--- src/rtl/spi_frame_receiver.sv ---
// Receives 32-bit LSB-first SPI frames framed by an spi_clk idle timeout and
// reports each as accepted, header error or length error.
module spi_frame_receiver #(
    parameter int          TIMEOUT_CYCLES = 16,
    parameter logic [7:0]  HEADER         = 8'hAA
) (
    input  logic        clk,
    input  logic        rst_n,
    input  logic        spi_clk,
    input  logic        spi_mosi,
    output logic [23:0] position,
    output logic [31:0] frame_word,
    output logic        frame_valid,
    output logic        header_err,
    output logic        len_err,
    output logic        busy,
    output logic [7:0]  err_count
);

    localparam int TW = $clog2(TIMEOUT_CYCLES + 1);

    typedef enum logic [1:0] {
        IDLE,
        RECV,
        CHECK
    } state_t;

    state_t          state, state_nxt;
    logic [1:0]      sclk_sync, mosi_sync;
    logic            sclk_prev;
    logic            rise;
    logic [31:0]     shreg, shreg_nxt;
    logic [5:0]      bit_cnt, bit_cnt_nxt;
    logic [TW-1:0]   tcnt, tcnt_nxt;
    logic            frame_ok, hdr_bad, len_bad;

    // Both SPI inputs see the same two-flop delay so data stays aligned with its edge.
    // NOTE: sequential state uses non-blocking (<=) so every flop samples pre-edge values.
    always_ff @(posedge clk or negedge rst_n) begin
        if (!rst_n) begin
            sclk_sync <= '0;
            mosi_sync <= '0;
            sclk_prev <= 1'b0;
        end else begin
            sclk_sync <= {sclk_sync[0], spi_clk};
            mosi_sync <= {mosi_sync[0], spi_mosi};
            sclk_prev <= sclk_sync[1];
        end
    end

    assign rise = sclk_sync[1] & ~sclk_prev;

    always_ff @(posedge clk or negedge rst_n) begin
        if (!rst_n) begin
            state   <= IDLE;
            shreg   <= '0;
            bit_cnt <= '0;
            tcnt    <= '0;
        end else begin
            state   <= state_nxt;
            shreg   <= shreg_nxt;
            bit_cnt <= bit_cnt_nxt;
            tcnt    <= tcnt_nxt;
        end
    end

    // NOTE: every output of this block is defaulted first so no path infers a latch.
    always_comb begin
        state_nxt   = state;
        shreg_nxt   = shreg;
        bit_cnt_nxt = bit_cnt;
        tcnt_nxt    = tcnt;
        frame_ok    = 1'b0;
        hdr_bad     = 1'b0;
        len_bad     = 1'b0;

        case (state)
            IDLE: begin
                if (rise) begin
                    shreg_nxt   = {mosi_sync[1], shreg[31:1]};
                    bit_cnt_nxt = 6'd1;
                    tcnt_nxt    = '0;
                    state_nxt   = RECV;
                end
            end
            RECV: begin
                if (rise) begin
                    shreg_nxt = {mosi_sync[1], shreg[31:1]};
                    if (bit_cnt != 6'd63) begin
                        bit_cnt_nxt = bit_cnt + 6'd1;
                    end
                    tcnt_nxt = '0;
                end else begin
                    tcnt_nxt = tcnt + 1'b1;
                    // The count reaching the limit on this edge is what ends the frame.
                    if (tcnt == TW'(TIMEOUT_CYCLES - 1)) begin
                        state_nxt = CHECK;
                    end
                end
            end
            CHECK: begin
                // Edges seen here are dropped; the frame is already closed.
                state_nxt = IDLE;
                if (bit_cnt == 6'd32) begin
                    if (shreg[31:24] == HEADER) begin
                        frame_ok = 1'b1;
                    end else begin
                        hdr_bad = 1'b1;
                    end
                end else begin
                    len_bad = 1'b1;
                end
            end
            default: state_nxt = IDLE;
        endcase
    end

    always_ff @(posedge clk or negedge rst_n) begin
        if (!rst_n) begin
            frame_valid <= 1'b0;
            header_err  <= 1'b0;
            len_err     <= 1'b0;
            position    <= '0;
            frame_word  <= '0;
            err_count   <= '0;
        end else begin
            frame_valid <= frame_ok;
            header_err  <= hdr_bad;
            len_err     <= len_bad;
            if (frame_ok) begin
                position   <= shreg[23:0];
                frame_word <= shreg;
            end
            if ((hdr_bad || len_bad) && (err_count != 8'hFF)) begin
                err_count <= err_count + 8'd1;
            end
        end
    end

    assign busy = (state != IDLE);

endmodule

--- config.mk ---
export PLATFORM = sky130hd
export DESIGN_NAME = spi_frame_receiver
export DESIGN_NICKNAME = d
export VERILOG_FILES = /design/src/rtl/spi_frame_receiver.sv
export SDC_FILE = /design/constraint.sdc
export NUM_CORES = 1
export LEC_CHECK = 0
export ABC_AREA = 0
export BUFFER_PORTS_ARGS = -buffer_cell sky130_fd_sc_hd__buf_2
export CORE_MARGIN = 1.5
export CORE_UTILIZATION = 30
export DETAILED_ROUTE_END_ITERATION = 8
export PLACE_DENSITY = 0.55
export SLEW_MARGIN = 20
export SYNTH_ARGS = -nofsm -noshare
export SYNTH_HDL_FRONTEND = slang
export SYNTH_SLANG_ARGS = --single-unit
export TNS_END_PERCENT = 100
--- constraint.sdc ---
create_clock -name clk -period 1.9 [get_ports clk]
set_input_delay 0.095 -clock clk [delete_from_list [all_inputs] [get_ports clk]]
set_output_delay 0.095 -clock clk [all_outputs]
set_load 0.005 [all_outputs]
# Yosys cells after proc, flatten, opt, wreduce, memory -nomap -nowiden
# Cells that the tools add are included.
# W data, S select, Z words.
# word_totals
output_inout_bits,68
input_bits,4
reg_bits,117
word_cells,59
# classes
n_mux,19
bitwise,2
eq_ne,12
addsub,3
reduce_logical,10
# ops
cell,count
$mux W6,3
$pmux W6 S2,1
$mux W5,2
$ne A2 B2 Y1 const B,5
$pmux W5 S2,1
$add A8 B1 Y8 const B,1
$eq A8 B8 Y1 const B,1
$mux W1,8
$ne A8 B8 Y1 const B,1
$add A6 B1 Y6 const B,1
$eq A6 B6 Y1 const B,1
$mux W2,3
$ne A6 B6 Y1 const B,1
$add A5 B1 Y5 const B,1
$eq A5 B4 Y1 const B,1
$pmux W2 S2,1
$reduce_and A2 Y1,2
$reduce_and A4 Y1,1
$reduce_bool A2 Y1,2
$reduce_and A3 Y1,1
$eq A2 B1 Y1 const B,1
$eq A2 B2 Y1 const B,1
$logic_not A2 Y1,1
$reduce_or A2 Y1,1
4 further kinds,4

# Longest topological paths before layout
# depth
word_depth,6
ltp_mapped,7
depth_no_buf,6

# Least setup slack after synthesis
# No wires, ideal clock.
# synth_timing
kind,flip-flop to flip-flop
startpoint,register bit_cnt[0]
endpoint,register position[22]
n_path_buf,1
arrival_time_ps,1618
period_less_slack_ps,1743
required_time_ps,1775
path_slack_ps,157
setup_time_ps,125
stages_incl_launch_ff,8
path_cell_list,dfrtp_1 > inv_1 > ha_1 > nor4b_2 > and2_2 > nand4_4 > buf_2 > mux2_4
# synth_between
elab_chain_len,3
# synth_rtl
element,line_no,rtl
start: declaration,33,"logic [5:0] bit_cnt, bit_cnt_nxt;"
start signal: assignment,62,bit_cnt <= bit_cnt_nxt;
$eq A6 B6 Y1,104,if (bit_cnt == 6'd32) begin
$mux W1,104,
$mux W1,77,case (state)
end signal: assignment,131,position <= shreg[23:0];
end: declaration,11,"output logic [23:0] position,"
# Every way passes these cells.
# A chain may end at the register's enable or synchronous reset.

# Worst setup path after layout
# layout_timing
startpoint,register bit_cnt[0]
endpoint,register position[8]
# The elaborated chain is that of the path after synthesis.

==> key figures <==
Power
  – Peak supply drop: roughly 400 µV
  – Clock power frac: 37.7%
  – Comb power frac: about an eighth
  – Switching power total: ~1.2 mW
  – Switch share: about 26%
  – Internal Power: about 3.6 mW
  – Overall Power: 4.87 mW
  – Standby leakage power: between 2 and 3 nW
  – Ratio of total power to cell area: 1010 nW/µm²
  – Sequential cell fraction of total power: ~50%

Min path
  – Min-Delay Path Class: in -> async

Detailed routing
  – DRC violations left: 0
  – Wire per inst: between 10 and 15 µm
  – Drt initial violations: between 80 and 90
  – Overall via count from detail_route: about 2.4k
  – Wirelength, routed: about 6500 µm
  – Detail Route Antenna Nets: 0
  – Number of detailed-routing iterations run before antenna repair: 4
  – Routed via count divided by cell count: roughly 4.4

Global routing
  – Antenna violations before repair: 0
  – Vias in the first global route: 2,246
  – Pin count of the biggest net entering global routing: between 40 and 50
  – Global route total overflow: 0
  – Total track usage: between 10% and 20%
  – Global-route wire length before repair: about 11,000 µm

STA
  – Share of the cycle needed by the critical path after routing: a little over nine tenths
  – Final period demand of the worst path: around 1.8 ns
  – Clock tree skew after final layout: 0.00438 ns
  – Maximum frequency from static timing analysis: roughly 560 MHz
  – Hold slack: 0.287 ns
  – Max-slew violation count: 0
  – Hold Violations, Final: 0
  – Final setup fails: 0
  – Headroom to the max-slew limit: approximately 63%
  – Worst-margin pin slew: between 0.5 and 0.6 ns

Yosys
  – Post-synth top cells: sky130_fd_sc_hd__dfrtp_1 (93), sky130_fd_sc_hd__mux2_2 (36), sky130_fd_sc_hd__buf_4 (24)
  – Mean area per synthesized cell: 13.6 µm²
  – Area leader, netlist: sky130_fd_sc_hd__dfrtp_1
  – Most frequently used cell type in the post-synthesis netlist: sky130_fd_sc_hd__dfrtp_1
  – Portion of the post-synthesis area used by sequential elements: 58.2%
  – Number of synthesized register bits: 93
  – Proportion of netlist area held by the largest area contributor: 58.2%
  – Count of different cell masters after synthesis: 39
  – Post-synth design cell area: between 4000 and 5000 µm²
  – Number of cells produced by synthesis: roughly 290
  – Syn nets: roughly 300
  – Cell types occupying the most area after synthesis: sky130_fd_sc_hd__dfrtp_1 (58%), sky130_fd_sc_hd__mux2_2 (10%), sky130_fd_sc_hd__mux2_4 (7.9%), sky130_fd_sc_hd__buf_4 (4.5%), sky130_fd_sc_hd__ha_1 (1.6%)
  – Async SR Flop Fraction: between 90% and 100%
  – Number of enable flip-flop cells after synthesis: 0
  – Number of warnings issued by yosys: 0
  – Commonest register cell after synthesis: sky130_fd_sc_hd__dfrtp_1

Clocking
  – Clock slew at reported path FFs: 0.06 ns
  – Number of H-tree levels: 3
  – Post-CTS setup buffers: 0
  – Number of buffers inserted during clock tree synthesis: 9
  – Clock sinks: between 90 and 100
  – Clock Tree Buf Depth: 2
  – Clock tree from TritonCTS: yes
  – Clock root buffer master: sky130_fd_sc_hd__clkbuf_16
  – Clock network latency to the later pin of the worst-skew pair: 0.35 ns

Outcome
  – Status: finished clean

Layout
  – Area delta synth->final: 20.4%
  – Register area: 2330 µm²
  – Diodes inserted: 0
  – Number of fill cells: 1,300
  – Total area of multi-input combinational cells: 1420 µm²
  – Net total in the final layout: between 300 and 400
  – Share of cells above drive strength 1: a little under half

Setup path
  – Startpoint Class: flip-flop
  – Crit Path Class: reg -> reg
  – CP max FO: 9
  – CP Launch Point: bit_cnt[0]
  – Category of the worst setup path capture point: flip-flop
  – Req. time, crit path: roughly 2.1 ns
  – R2R Path Start: bit_cnt[0]
  – Data arrival time at the worst-slack endpoint: between 2 and 2.5 ns

Die
  – Die extent in y: ~120 µm
  – IO Pins: between 70 and 80
  – Initial Utilization: 30.4%
  – Placement row count: 42
  – Core area: 13,100 µm²
  – Die outline area: approximately 14,000 µm²
  – Die width: 118 µm

Placement
  – Routability congestion estimate: a little under 0.8
  – DPL Wire Length: approximately 4400 µm
  – Buffers on Ports: between 70 and 80

Run
  – Maxcap violations: 0
==> worst paths after layout <==
check / to / slack [ns] / cells past startpoint
worst max-delay path: position[8] / 0.11 / 7
worst min-delay path: position[17] / 0.29 / 2
worst max register to register: position[8] / 0.11 / 7
worst min register to register: mosi_sync[1] / 0.36 / 0
max in group asynchronous: state[1] / 1.01 / 3
min in group clk: mosi_sync[1] / 0.36 / 0
==> logic make-up (layout without fill, tap and decap cells) <==
| kind of cell | Yosys count | in the layout | synth area share [%] |
|---|---|---|---|
| DFF | 93 | 93 | 58.2 |
| and+or+nand+nor | 64 | 64 | 10.0 |
| muxes | 59 | 59 | 18.5 |
| buffers and inverters | 43 | 110 | 6.85 |
| AOI/OAI and AO/OA | 26 | 26 | 4.00 |
| adders and majority gates | 5 | 5 | 1.56 |
| xor gates and xnor gates | 4 | 4 | 0.876 |
==> layout make-up <==
cell class,count,area share (%)
Sequential cell,93,48.3
Timing Repair Buffer,86,10.7
Clock inverter,6,1.45
Multi-Input combinational cell,158,29.4
Inverter,8,0.623
Clock buffer,10,4.96
Tap cell,176,4.57
==> per-stage QoR <==
step | setup WS, ns | TNS, ns | cells | utilization [%] | cell area, µm²
global route | -0.00993 | -0.0426 | 537 | 36.7 | 4820
finish | 0.108 | 0 | 537 | 36.7 | 4820
global placement | 0.122 | 0 | 518 | 34.0 | 4470
CTS | 0.0710 | 0 | 537 | 36.6 | 4810
floorplan | 0.157 | 0 | 294 | - | 4000
detailed placement | 0.0885 | 0 | 518 | 34.0 | 4470
==> layer usage <==
layer / up-vias / track usage (%) / share of wire [%]
li1: 1136 / - / -
met1: 1150 / 12.9 / 48
met2: 65 / 15.4 / 45
met3: 12 / 4.63 / 6.2
met4: 0 / 3.39 / 1.5
met5: - / 0 / 0
==> critical path, cell delays in order (launching register included) <==
cell and delay [ns]:
sky130_fd_sc_hd__dfrtp_1 0.38, sky130_fd_sc_hd__inv_1 0.08, sky130_fd_sc_hd__ha_1 0.16, sky130_fd_sc_hd__nor4b_4 0.21, sky130_fd_sc_hd__and2_4 0.21, sky130_fd_sc_hd__nand4_4 0.12, sky130_fd_sc_hd__buf_4 0.22, sky130_fd_sc_hd__mux2_4 0.30
==> placed cells by master (no fill, tap or decap), types with 3 or more instances in the layout <==
| cell type | netlist | routed |
|---|---|---|
| sky130_fd_sc_hd__a21oi_1 | 10 | 10 |
| sky130_fd_sc_hd__and2_1 | 4 | 4 |
| sky130_fd_sc_hd__and3_1 | 4 | 4 |
| sky130_fd_sc_hd__and4_1 | 3 | 3 |
| sky130_fd_sc_hd__buf_12 | 0 | 3 |
| sky130_fd_sc_hd__buf_2 | 6 | 70 |
| sky130_fd_sc_hd__buf_4 | 24 | 10 |
| sky130_fd_sc_hd__clkbuf_16 | 0 | 9 |
| sky130_fd_sc_hd__dfrtp_1 | 93 | 93 |
| sky130_fd_sc_hd__dlygate4sd3_1 | 0 | 3 |
| sky130_fd_sc_hd__ha_1 | 5 | 5 |
| sky130_fd_sc_hd__inv_1 | 8 | 8 |
| sky130_fd_sc_hd__mux2_2 | 36 | 36 |
| sky130_fd_sc_hd__mux2_4 | 21 | 21 |
| sky130_fd_sc_hd__nand2_1 | 7 | 7 |
| sky130_fd_sc_hd__nand2b_1 | 6 | 6 |
| sky130_fd_sc_hd__nand3_1 | 8 | 8 |
| sky130_fd_sc_hd__nand4_1 | 7 | 7 |
| sky130_fd_sc_hd__nor2_1 | 10 | 10 |
| sky130_fd_sc_hd__nor2b_1 | 3 | 3 |
| sky130_fd_sc_hd__o21ai_0 | 6 | 6 |
| sky130_fd_sc_hd__xnor2_1 | 4 | 4 |
==> flip-flops by register name, summed over array words and instances (netlist names), 2 cells and up <==
register,count
mosi_sync,2
err_count,8
shreg,32
frame_word,9
tcnt,5
state,2
sclk_sync,2
position,23
bit_cnt,6
==> power by group through the flow <==
stage	Combinational, mW	Sequential (mW)	Clock [mW]
global route	0.709	2.45	2.00
floorplan	0.420	2.41	0
global placement	0.594	2.44	0
CTS	0.625	2.41	1.92
detailed placement	0.616	2.45	0
finish	0.619	2.42	1.84
==> timing repair <==
item	4_1_cts	5_1_grt
resized for setup	0	2
endpoints found under the hold margin	45	0
hold buffers	3	0
endpoints found under the setup margin	0	23
No activity file was read; power rests on OpenSTA's default activity.
